**src/rtl/object_drawer.sv**
```systemverilog
// object_drawer: reads every word of a sprite ROM and issues one VGA plot
// per pixel, offset by the latched object origin. A two-stage pipeline
// covers the one-cycle ROM latency: the address stage issues addr_cnt, and
// the output stage pairs the returned colour with the address it came from.
module object_drawer #(
   parameter int n          = 3,
   parameter int Mn         = 6,
   parameter int COL_BITS   = 3,
   parameter int XW         = 8,
   parameter int YW         = 7,
   parameter int SKIP_TRANS = 1,
   parameter int TRANS_COL  = 0
) (
   input  logic          clock,
   input  logic          resetn,
   input  logic          start,
   input  logic [XW-1:0] obj_x,
   input  logic [YW-1:0] obj_y,
   output logic          busy,
   output logic          done,
   output logic [Mn-1:0] rom_address,
   input  logic [n-1:0]  rom_q,
   output logic [XW-1:0] vga_x,
   output logic [YW-1:0] vga_y,
   output logic [n-1:0]  vga_colour,
   output logic          vga_plot
);

   localparam logic [Mn-1:0] LAST_ADDR = {Mn{1'b1}};
   localparam logic [n-1:0]  TRANS_V   = n'(TRANS_COL);
   localparam bit            SKIP_EN   = (SKIP_TRANS != 0);

   typedef enum logic [1:0] {
      ST_IDLE  = 2'd0,
      ST_RUN   = 2'd1,
      ST_DRAIN = 2'd2
   } state_t;

   state_t        state_r;
   state_t        state_nxt_s;
   logic          accept_s;
   logic          issue_s;
   logic          finish_s;

   logic [XW-1:0] ox_r;
   logic [YW-1:0] oy_r;
   logic [Mn-1:0] addr_cnt_r;
   logic [Mn-1:0] pipe_addr_r;
   logic          pipe_valid_r;
   logic          busy_r;
   logic          done_r;
   logic [XW-1:0] vga_x_r;
   logic [YW-1:0] vga_y_r;
   logic [n-1:0]  vga_colour_r;
   logic          vga_plot_r;
   logic          opaque_s;

   // State register for the draw sequencer.
   always_ff @(posedge clock or negedge resetn) begin
      if (!resetn) begin
         state_r <= ST_IDLE;
      end else begin
         state_r <= state_nxt_s;
      end
   end

   // Next-state logic and per-cycle control strobes.
   always_comb begin
      state_nxt_s = state_r;
      accept_s    = 1'b0;
      issue_s     = 1'b0;
      finish_s    = 1'b0;
      case (state_r)
         ST_IDLE: begin
            if (start) begin
               accept_s    = 1'b1;
               state_nxt_s = ST_RUN;
            end else begin
               state_nxt_s = ST_IDLE;
            end
         end
         ST_RUN: begin
            issue_s = 1'b1;
            if (addr_cnt_r == LAST_ADDR) begin
               state_nxt_s = ST_DRAIN;
            end else begin
               state_nxt_s = ST_RUN;
            end
         end
         ST_DRAIN: begin
            // The final pixel leaves the output stage on this edge.
            finish_s    = 1'b1;
            state_nxt_s = ST_IDLE;
         end
         default: begin
            state_nxt_s = ST_IDLE;
         end
      endcase
   end

   // Origin latch, address counter, address pipeline and busy/done flags.
   always_ff @(posedge clock or negedge resetn) begin
      if (!resetn) begin
         ox_r         <= {XW{1'b0}};
         oy_r         <= {YW{1'b0}};
         addr_cnt_r   <= {Mn{1'b0}};
         pipe_addr_r  <= {Mn{1'b0}};
         pipe_valid_r <= 1'b0;
         busy_r       <= 1'b0;
         done_r       <= 1'b0;
      end else begin
         done_r <= finish_s;
         if (accept_s) begin
            ox_r       <= obj_x;
            oy_r       <= obj_y;
            addr_cnt_r <= {Mn{1'b0}};
            busy_r     <= 1'b1;
         end else if (finish_s) begin
            busy_r <= 1'b0;
         end else begin
            busy_r <= busy_r;
         end
         if (issue_s) begin
            pipe_addr_r  <= addr_cnt_r;
            pipe_valid_r <= 1'b1;
            // Hold on the last address rather than wrapping.
            if (addr_cnt_r != LAST_ADDR) begin
               addr_cnt_r <= addr_cnt_r + {{(Mn-1){1'b0}}, 1'b1};
            end else begin
               addr_cnt_r <= addr_cnt_r;
            end
         end else begin
            pipe_valid_r <= 1'b0;
         end
      end
   end

   // Transparent pixels still take their slot but do not strobe the adapter.
   always_comb begin
      opaque_s = 1'b1;
      if (SKIP_EN && (rom_q == TRANS_V)) begin
         opaque_s = 1'b0;
      end else begin
         opaque_s = 1'b1;
      end
   end

   // Output stage: pair ROM data with its address; coordinates wrap on overflow.
   always_ff @(posedge clock or negedge resetn) begin
      if (!resetn) begin
         vga_x_r      <= {XW{1'b0}};
         vga_y_r      <= {YW{1'b0}};
         vga_colour_r <= {n{1'b0}};
         vga_plot_r   <= 1'b0;
      end else if (pipe_valid_r) begin
         vga_x_r      <= ox_r + XW'(pipe_addr_r[COL_BITS-1:0]);
         vga_y_r      <= oy_r + YW'(pipe_addr_r[Mn-1:COL_BITS]);
         vga_colour_r <= rom_q;
         vga_plot_r   <= opaque_s;
      end else begin
         vga_plot_r <= 1'b0;
      end
   end

   assign busy        = busy_r;
   assign done        = done_r;
   assign rom_address = addr_cnt_r;
   assign vga_x       = vga_x_r;
   assign vga_y       = vga_y_r;
   assign vga_colour  = vga_colour_r;
   assign vga_plot    = vga_plot_r;

endmodule

```
**config.mk**
```make
export PLATFORM = sky130hd
export DESIGN_NAME = object_drawer
export DESIGN_NICKNAME = d
export VERILOG_FILES = /design/src/rtl/object_drawer.sv
export SDC_FILE = /design/constraint.sdc
export NUM_CORES = 1
export LEC_CHECK = 0
export ABC_AREA = 1
export CORE_MARGIN = 10
export CORE_UTILIZATION = 55
export CTS_CLUSTER_SIZE = 28
export DETAILED_ROUTE_END_ITERATION = 16
export HOLD_SLACK_MARGIN = 0.03
export PLACE_DENSITY = 0.85
export SYNTH_ARGS = -nofsm -noshare
export SYNTH_HDL_FRONTEND = slang
export SYNTH_SLANG_ARGS = --single-unit
```
**constraint.sdc**
```tcl
create_clock -name clock -period 4.5 [get_ports clock]
set_clock_uncertainty 0.2 [all_clocks]
set_input_delay 0.9 -clock clock [delete_from_list [all_inputs] [get_ports clock]]
set_output_delay 0.9 -clock clock [all_outputs]
set_load 0.01 [all_outputs]
```
==> results of run 1 <==
## how the worst max path moves through the flow
stage,depth (start not counted),end,startpoint
2_1_floorplan,3,ox_r[1],start
3_3_place_gp,5,rom_address[1],start
3_5_place_dp,5,rom_address[1],start
4_1_cts,1,rom_address[5],rom_address[5]
5_1_grt,1,rom_address[5],rom_address[5]
6_report,1,rom_address[5],rom_address[5]
## flip-flops by register name (all words and copies together) (netlist names)
register	count
ox_r	8
vga_x	8
oy_r	7
vga_y	7
pipe_addr_r	6
rom_address	6
vga_colour	3
state_r	2
busy	1
done	1
pipe_valid_r	1
vga_plot	1
## worst min-delay path, stage by stage (launching register included)
cell     delay, ns
dfrtp_1       0.36
nand2_1       0.05
nand2_1       0.04
## layout by cell type, fill, tap and decap left out, drive strengths merged
master         netlist  routed
clkdlybuf4s50        0      46
bufinv               0       1
ha                   7       7
mux2                 7       7
buf                  4       1
clkbuf               2       6
fa                   2       2
o21bai               1       1
a21oi                8       8
nand3               20      20
a31oi                3       3
nor2                26      26
nand2               95      95
dfrtp               51      51
nand4                2       2
inv                 20      20
o21ai               16      16
clkinv               0       1
## routing by layer
layer,vias up,track usage (%)
met5,-,0
met4,0,4.94
met3,4,6.79
met2,59,22.1
met1,863,17.9
li1,942,-
## final cells by class
class	instances	area (um^2)	share of cell area, %
repair buffers	47	465	15.7
clock buffers	6	82.6	2.79
inverters	20	75.1	2.54
multi-input cells	187	962	32.5
well taps	50	62.6	2.11
flip-flops and latches	51	1280	43.1
clock inverters	2	35.0	1.18
## synth_stat cells (2+ instances only)
master    number  area, um^2
mux2_2         5        56.3
nand2_2        4        25.0
o21ai_1        4        20.0
nor2_4         3        33.8
mux2_4         2        30.0
inv_1         19        71.3
dfrtp_1       51        1280
nand2_1       91         342
ha_1           7        87.6
fa_1           2        40.0
nand3_1       20         100
buf_6          2        22.5
a31oi_1        3        18.8
nand4_1        2        12.5
nor2_1        22        82.6
a21oi_1        8        40.0
clkbuf_1       2        7.51
o21ai_0       12        60.1
## cells by family (layout without fill, tap and decap cells)
family,Yosys count,count (layout),share of synthesized area [%]
and+or+nand+nor,143,143,25.6
DFF,51,51,54.3
AOI/OAI and AO/OA,28,28,6.22
buffers and inverters,26,75,4.84
adders and majority gates,9,9,5.43
muxes,7,7,3.67
## metrics by stage
stage,hold WS [ns],instances,power (mW),instance area (um^2),utilization [%]
after floorplan,0.253,264,1.48,2350,-
after global placement,0.253,355,1.82,2840,70.0
after detailed placement,0.258,355,1.86,2840,70.0
after CTS,0.281,363,2.20,2960,72.9
after global routing,0.306,363,2.39,2960,72.9
final,0.279,363,2.18,2960,72.9
## report_power, final
part / leakage [nW] / switching [mW] / total [mW] / internal [mW]
logic: 0.790 / 0.527 / 1.00 / 0.473
registers: 0.585 / 0.180 / 0.853 / 0.673
clock network: 0.0612 / 0.150 / 0.330 / 0.180
==> impl_results.md, run 1 <==
* Outcome: finished, final reports clean
* Number of warnings issued by yosys at 0
* Tot GR Track Use at between 10 and 15%
* Root buffer cell: clkbuf_8
* Deepest clock path buffer count at 2
* Worst Hold Class: reg -> reg
* Count of different cell masters after synthesis at 23
* Via count of the first global-routing pass at 1,784
* Post-Syn Area at 2350 um^2
* Critical-path maximum fanout at 7
* Classification of the worst setup path: reg -> out
* Worst-path clk slew at 0.09 ns
* Reg2Reg Depth at 7
* Routed wirelength normalized by instance count at 13.9 um
* Number of buffer and inverter instances along the worst setup path at 1
* Wire length of the first global-routing pass at a little under 9 mm
* Highest Clock Rate at 406 MHz
* Number of violations reported at the end of detailed-routing iteration 0 at around 130
* Instance count along the most critical hold path at 2
* Req. time, crit path at 3.40 ns
* Final HPWL from detailed placement at 3.65 mm
* Worst-margin pin slew at 1.11 ns
* Clk sink count at 51
* Cells along the critical path: clkdlybuf4s50_1
* Arrival time worst endpoint at 1.36 ns
* Vias per inst at 5.15
* Setup crit end kind: output port
* Total setup violations reported at the end of the flow at 0
* R2R Path Start: ox_r[0]
* Post-synthesis to final-layout area growth at 25.8%
* Delay of the slowest cell on the worst path at 0.58 ns
* Post-route setup slack at 2.04 ns
* Placement row count at 23
* Largest net degree at the start of global routing at 52
* Insertion delay to the later sink of the worst-skew pair at 0.31 ns
* Average instance area after synthesis at 8.91 um^2
* Met3 layer wire length in the routed design at 459 um
* DR pass1 iterations at 4
* Fin crit share at between 50 and 60%
* Routed Antenna Nets at 0
* Core box area at between 4000 and 5000 um^2
* Minimum clock period after layout at 2.46 ns
* Die extent in y at between 80 and 90 um
* Worst-case vdd ir drop at around 0.44 mV
* Number of antenna repair diodes at 0
* Number of buffers created by CTS at 5
* Routability Congestion at 0.807
* Reg2reg end: vga_x[6]
* Quantity of hold-fixing buffers added after cts at 0
* Port Buf Inserts at 47
* Antenna violations before repair at 0
* Gates resized, CTS repair at 0
* Register-to-Register Setup Slack at about 2.7 ns
* Pwr per Cell Area at 738 nW/um^2
* Top-level port count at 48
* Starting density of the core at 58.0%
* DR WL met2 at 2.28 mm
* Predominant post-synthesis flop cell: dfrtp_1
* Relative slew slack at 26.3%
* Final-report max-slew violation count at 0
* Critical path's top delay family: buffers and inverters
* Final nets at 342
* Critical-path top delay cell: clkdlybuf4s50_1
* Fraction of layout cells with a size suffix above 1 at under 10%
* Post-CTS Setup Repair Bufs at 0
* EDFF count, synth at 0
* Wire length after detailed routing at between 5 and 6 mm
* Destination of the worst hold path: vga_y[1]
* Startpoint of the lowest-slack hold path: vga_y[1]
* Post-Synthesis Net Count at 294
* Number of H-tree levels at 2
* Met1 WL at between 2 and 2.5 mm
* Flip-flop and latch count after synthesis at 51
* Leak pwr at 1.44 nW
* Worst-case setup slack after placement at 1.89 ns
* Total of max-cap violations at 0
* Die span in x at 85.4 um
* Asr flop ratio synth at 100%
* Fillers at 298
* Vias after detailed routing at 1,868
* Total Negative Setup Slacks at 0 ns
* Launching element type of the critical path: flip-flop
* Clock tree from TritonCTS: done
* RSZ-0062 raised after global routing: false
* Synthesized instance count at around 260
* Uppermost routed layer: met4
* Aggregate global routing overflow at 0
* Area of the die at 7290 um^2
* Number of design rule violations left after detail routing at 0
* Proportion of synthesized chip area in sequential cells at ~54%
* Final hold violation count at 0
No activity file was read; power rests on OpenSTA's default activity.
==> run 2: changes to the inputs <==
--- a/config.mk
+++ b/config.mk
@@ -7,11 +7,11 @@
 export LEC_CHECK = 0
 export ABC_AREA = 1
 export CORE_MARGIN = 10
-export CORE_UTILIZATION = 55
+export CORE_UTILIZATION = 51
 export CTS_CLUSTER_SIZE = 28
 export DETAILED_ROUTE_END_ITERATION = 16
 export HOLD_SLACK_MARGIN = 0.03
-export PLACE_DENSITY = 0.85
+export PLACE_DENSITY = 0.79
 export SYNTH_ARGS = -nofsm -noshare
 export SYNTH_HDL_FRONTEND = slang
 export SYNTH_SLANG_ARGS = --single-unit
==> constraint.sdc (replaced) <==
create_clock -name clock -period 2.32 [get_ports clock]
set_clock_uncertainty 0.2 [all_clocks]
set_input_delay 0.464 -clock clock [delete_from_list [all_inputs] [get_ports clock]]
set_output_delay 0.464 -clock clock [all_outputs]
set_load 0.01 [all_outputs]
==> run 2 against run 1 <==
Critical path depth is the same. Final cell count rose by 1.4%. Sequential power up 91%. Via count increased by 0.37%. Worst setup slack worse by 1.7 ns. Clock power rose by 53%. Critical endpoint is now rom_address[2].
==> impl_results.md, run 2 (synthesis results as in run 1) <==
* RSZ-0062 raised after global routing: false
* Final HPWL from detailed placement at 3.75 mm (+2.8%)
* Gate power share at 48.4% (+2.6 points)
* DR pass1 iterations at 4 (unchanged)
* Die span in x at 87.9 um (+3.0%)
* Launching element type of the critical path: flip-flop
* Total Negative Setup Slacks at 0 ns (unchanged)
* Net load switching power at 1.65 mW (+93%)
* Minimum clock period after layout at 2.01 ns
* Wire length of the first global-routing pass at 8.51 mm (-2.0%)
* Destination of the worst hold path: vga_y[0]
* Clock tree from TritonCTS: done
* Antenna violations before repair at 0 (unchanged)
* Insertion delay to the later sink of the worst-skew pair at 0.30 ns (about the same)
* Instance count along the most critical hold path at 2 (unchanged)
* Cells along the critical path: clkdlybuf4s50_1
* Total setup violations reported at the end of the flow at 0 (unchanged)
* Setup crit end kind: output port
* Area of the die at 7730 um^2 (+6.0%)
* Reg2Reg Depth at 7 (unchanged)
* P_int at 2.48 mW (+87%)
* Critical path's top delay family: buffers and inverters
* Placement row count at 24 (+4.3%)
* Critical-path maximum fanout at 7 (unchanged)
* Final nets at 346 (+1.2%)
* Routed Antenna Nets at 0 (unchanged)
* Classification of the worst setup path: reg -> out
* Number of H-tree levels at 2 (unchanged)
* Sequential power share at 39.4% (+0.3 points)
* Register-to-Register Setup Slack at 0.47 ns (-2.19 ns)
* Worst Hold Class: reg -> reg
* Routability Congestion at 0.857 (+6.2%)
* Post-synthesis to final-layout area growth at 26.5%
* Clock Power Share at 12.2% (-2.9 points)
* Final-report max-slew violation count at 0 (unchanged)
* Core box area at 4410 um^2 (+8.8%)
* Worst-margin pin slew at 0.533 ns (-0.572 ns)
* Pwr per Cell Area at 1390 nW/um^2 (+88%)
* Top-level port count at 48 (unchanged)
* Delay of the slowest cell on the worst path at 0.59 ns (about the same)
* Critical-path top delay cell: clkdlybuf4s50_1
* Number of design rule violations left after detail routing at 0 (unchanged)
* Port Buf Inserts at 47 (unchanged)
* Wire length after detailed routing at 5.08 mm (+0.32%)
* Sequential standard cell area at 1280 um^2 (unchanged)
* Starting density of the core at 53.3% (-4.7 points)
* Relative slew slack at 64.4% (+38 points)
* Arrival time worst endpoint at 1.35 ns (about the same)
* Clk sink count at 51 (unchanged)
* Reg2reg end: vga_x[6]
* Number of violations reported at the end of detailed-routing iteration 0 at 76 (-43%)
* Deepest clock path buffer count at 2 (unchanged)
* Fraction of layout cells with a size suffix above 1 at 8.54% (+0.56 points)
* Fin crit share at 86.7%
* Final hold violation count at 0 (unchanged)
* Startpoint of the lowest-slack hold path: vga_y[0]
* Highest Clock Rate at ~500 MHz
* Worst-path clk slew at 0.08 ns (about the same)
* Sw Share at 40.0% (+0.73 points)
* Most frequent standard cell in the layout excluding fill and tap cells: nand2_1
* Gates resized, CTS repair at 0 (unchanged)
* Die extent in y at 87.9 um (+3.0%)
* Leak pwr at 1.44 nW (+0.55%)
* Number of antenna repair diodes at 0 (unchanged)
* Multi-input combinational cell area at 962 um^2 (unchanged)
* Number of buffer and inverter instances along the worst setup path at 1 (unchanged)
* Outcome: finished, final reports clean
* WHS at 0.276 ns (-0.00340 ns)
* Vias after detailed routing at 1,875 (+0.37%)
* Req. time, crit path at 1.66 ns (-1.74 ns)
* Number of buffers created by CTS at 5 (unchanged)
* R2R Path Start: ox_r[0]
* Routed wirelength normalized by instance count at 13.8 um (-1.0%)
* Largest net degree at the start of global routing at 52 (unchanged)
* Aggregate global routing overflow at 0 (unchanged)
* Vias per inst at 5.10 (-0.99%)
* Total of max-cap violations at 0 (unchanged)
* Highest-count cells in the layout ignoring fill and taps: nand2_1, dfrtp_1, clkdlybuf4s50_1
* Worst-case vdd ir drop at 0.913 mV (+110%)
* Root buffer cell: clkbuf_8
* Via count of the first global-routing pass at 1,862 (+4.4%)
* Power after layout at 4.13 mW (+89%)
* Tot GR Track Use at 13.7% (-0.89 points)
* Fillers at 372 (+25%)
==> run 2: changes by cell type in the layout (fill, tap and decap cells not counted) <==
cell / previous run / this run
bufinv_16: 1 / 0
buf_12: 0 / 1
buf_4: 0 / 2
dlygate4sd3_1: 0 / 1
==> run 2: timing repair <==
action / in CTS / in global routing
hold endpoints to repair: 51 / 0
setup buffers: 0 / 0
hold buffers: 1 / 0
==> run 2: worst max-delay path by stage <==
stage / from / to / slack [ns] / cells past startpoint
detailed placement: start / rom_address[3] / 0.39 / 5
CTS: rom_address[5] / rom_address[5] / 0.30 / 1
floorplan: ox_r[0] / vga_x[6] / 0.67 / 7
finish: rom_address[2] / rom_address[2] / 0.31 / 1
global placement: start / rom_address[1] / 0.44 / 5
global route: rom_address[1] / rom_address[1] / 0.23 / 1
==> run 2: per-stage QoR <==
stage	utilization, %	worst slack, ns	instances	cell area, um^2
after floorplan	-	0.671	264	2350
after global placement	65.2	0.439	360	2880
after detailed placement	65.2	0.394	360	2880
after CTS	67.4	0.296	368	2980
after global routing	67.4	0.226	368	2980
final	67.4	0.309	368	2980
==> run 2: final cells by class <==
cell class | instances | area share (%)
clock buffers | 6 | 2.77
well taps | 52 | 2.19
flip-flops and latches | 51 | 42.9
clock inverters | 1 | 0.168
inverters | 20 | 2.52
repair buffers | 51 | 17.2
multi-input cells | 187 | 32.3
==> run 2: routing by layer <==
layer / GRT usage [%] / routed length (um) / up-vias
li1: - / - / 947
met1: 16.8 / 2200 / 871
met2: 21.8 / 2340 / 49
met3: 5.11 / 464 / 8
met4: 4.64 / 81 / 0
met5: 0 / 0 / -
==> run 2: power by group through the flow <==
stage | logic [mW] | registers [mW] | clock network, mW
after floorplan | 1.19 | 1.68 | 0
final | 2.00 | 1.63 | 0.505
after detailed placement | 2.02 | 1.64 | 0
after global placement | 1.94 | 1.62 | 0
after global routing | 2.30 | 1.68 | 0.564
after CTS | 2.03 | 1.63 | 0.523
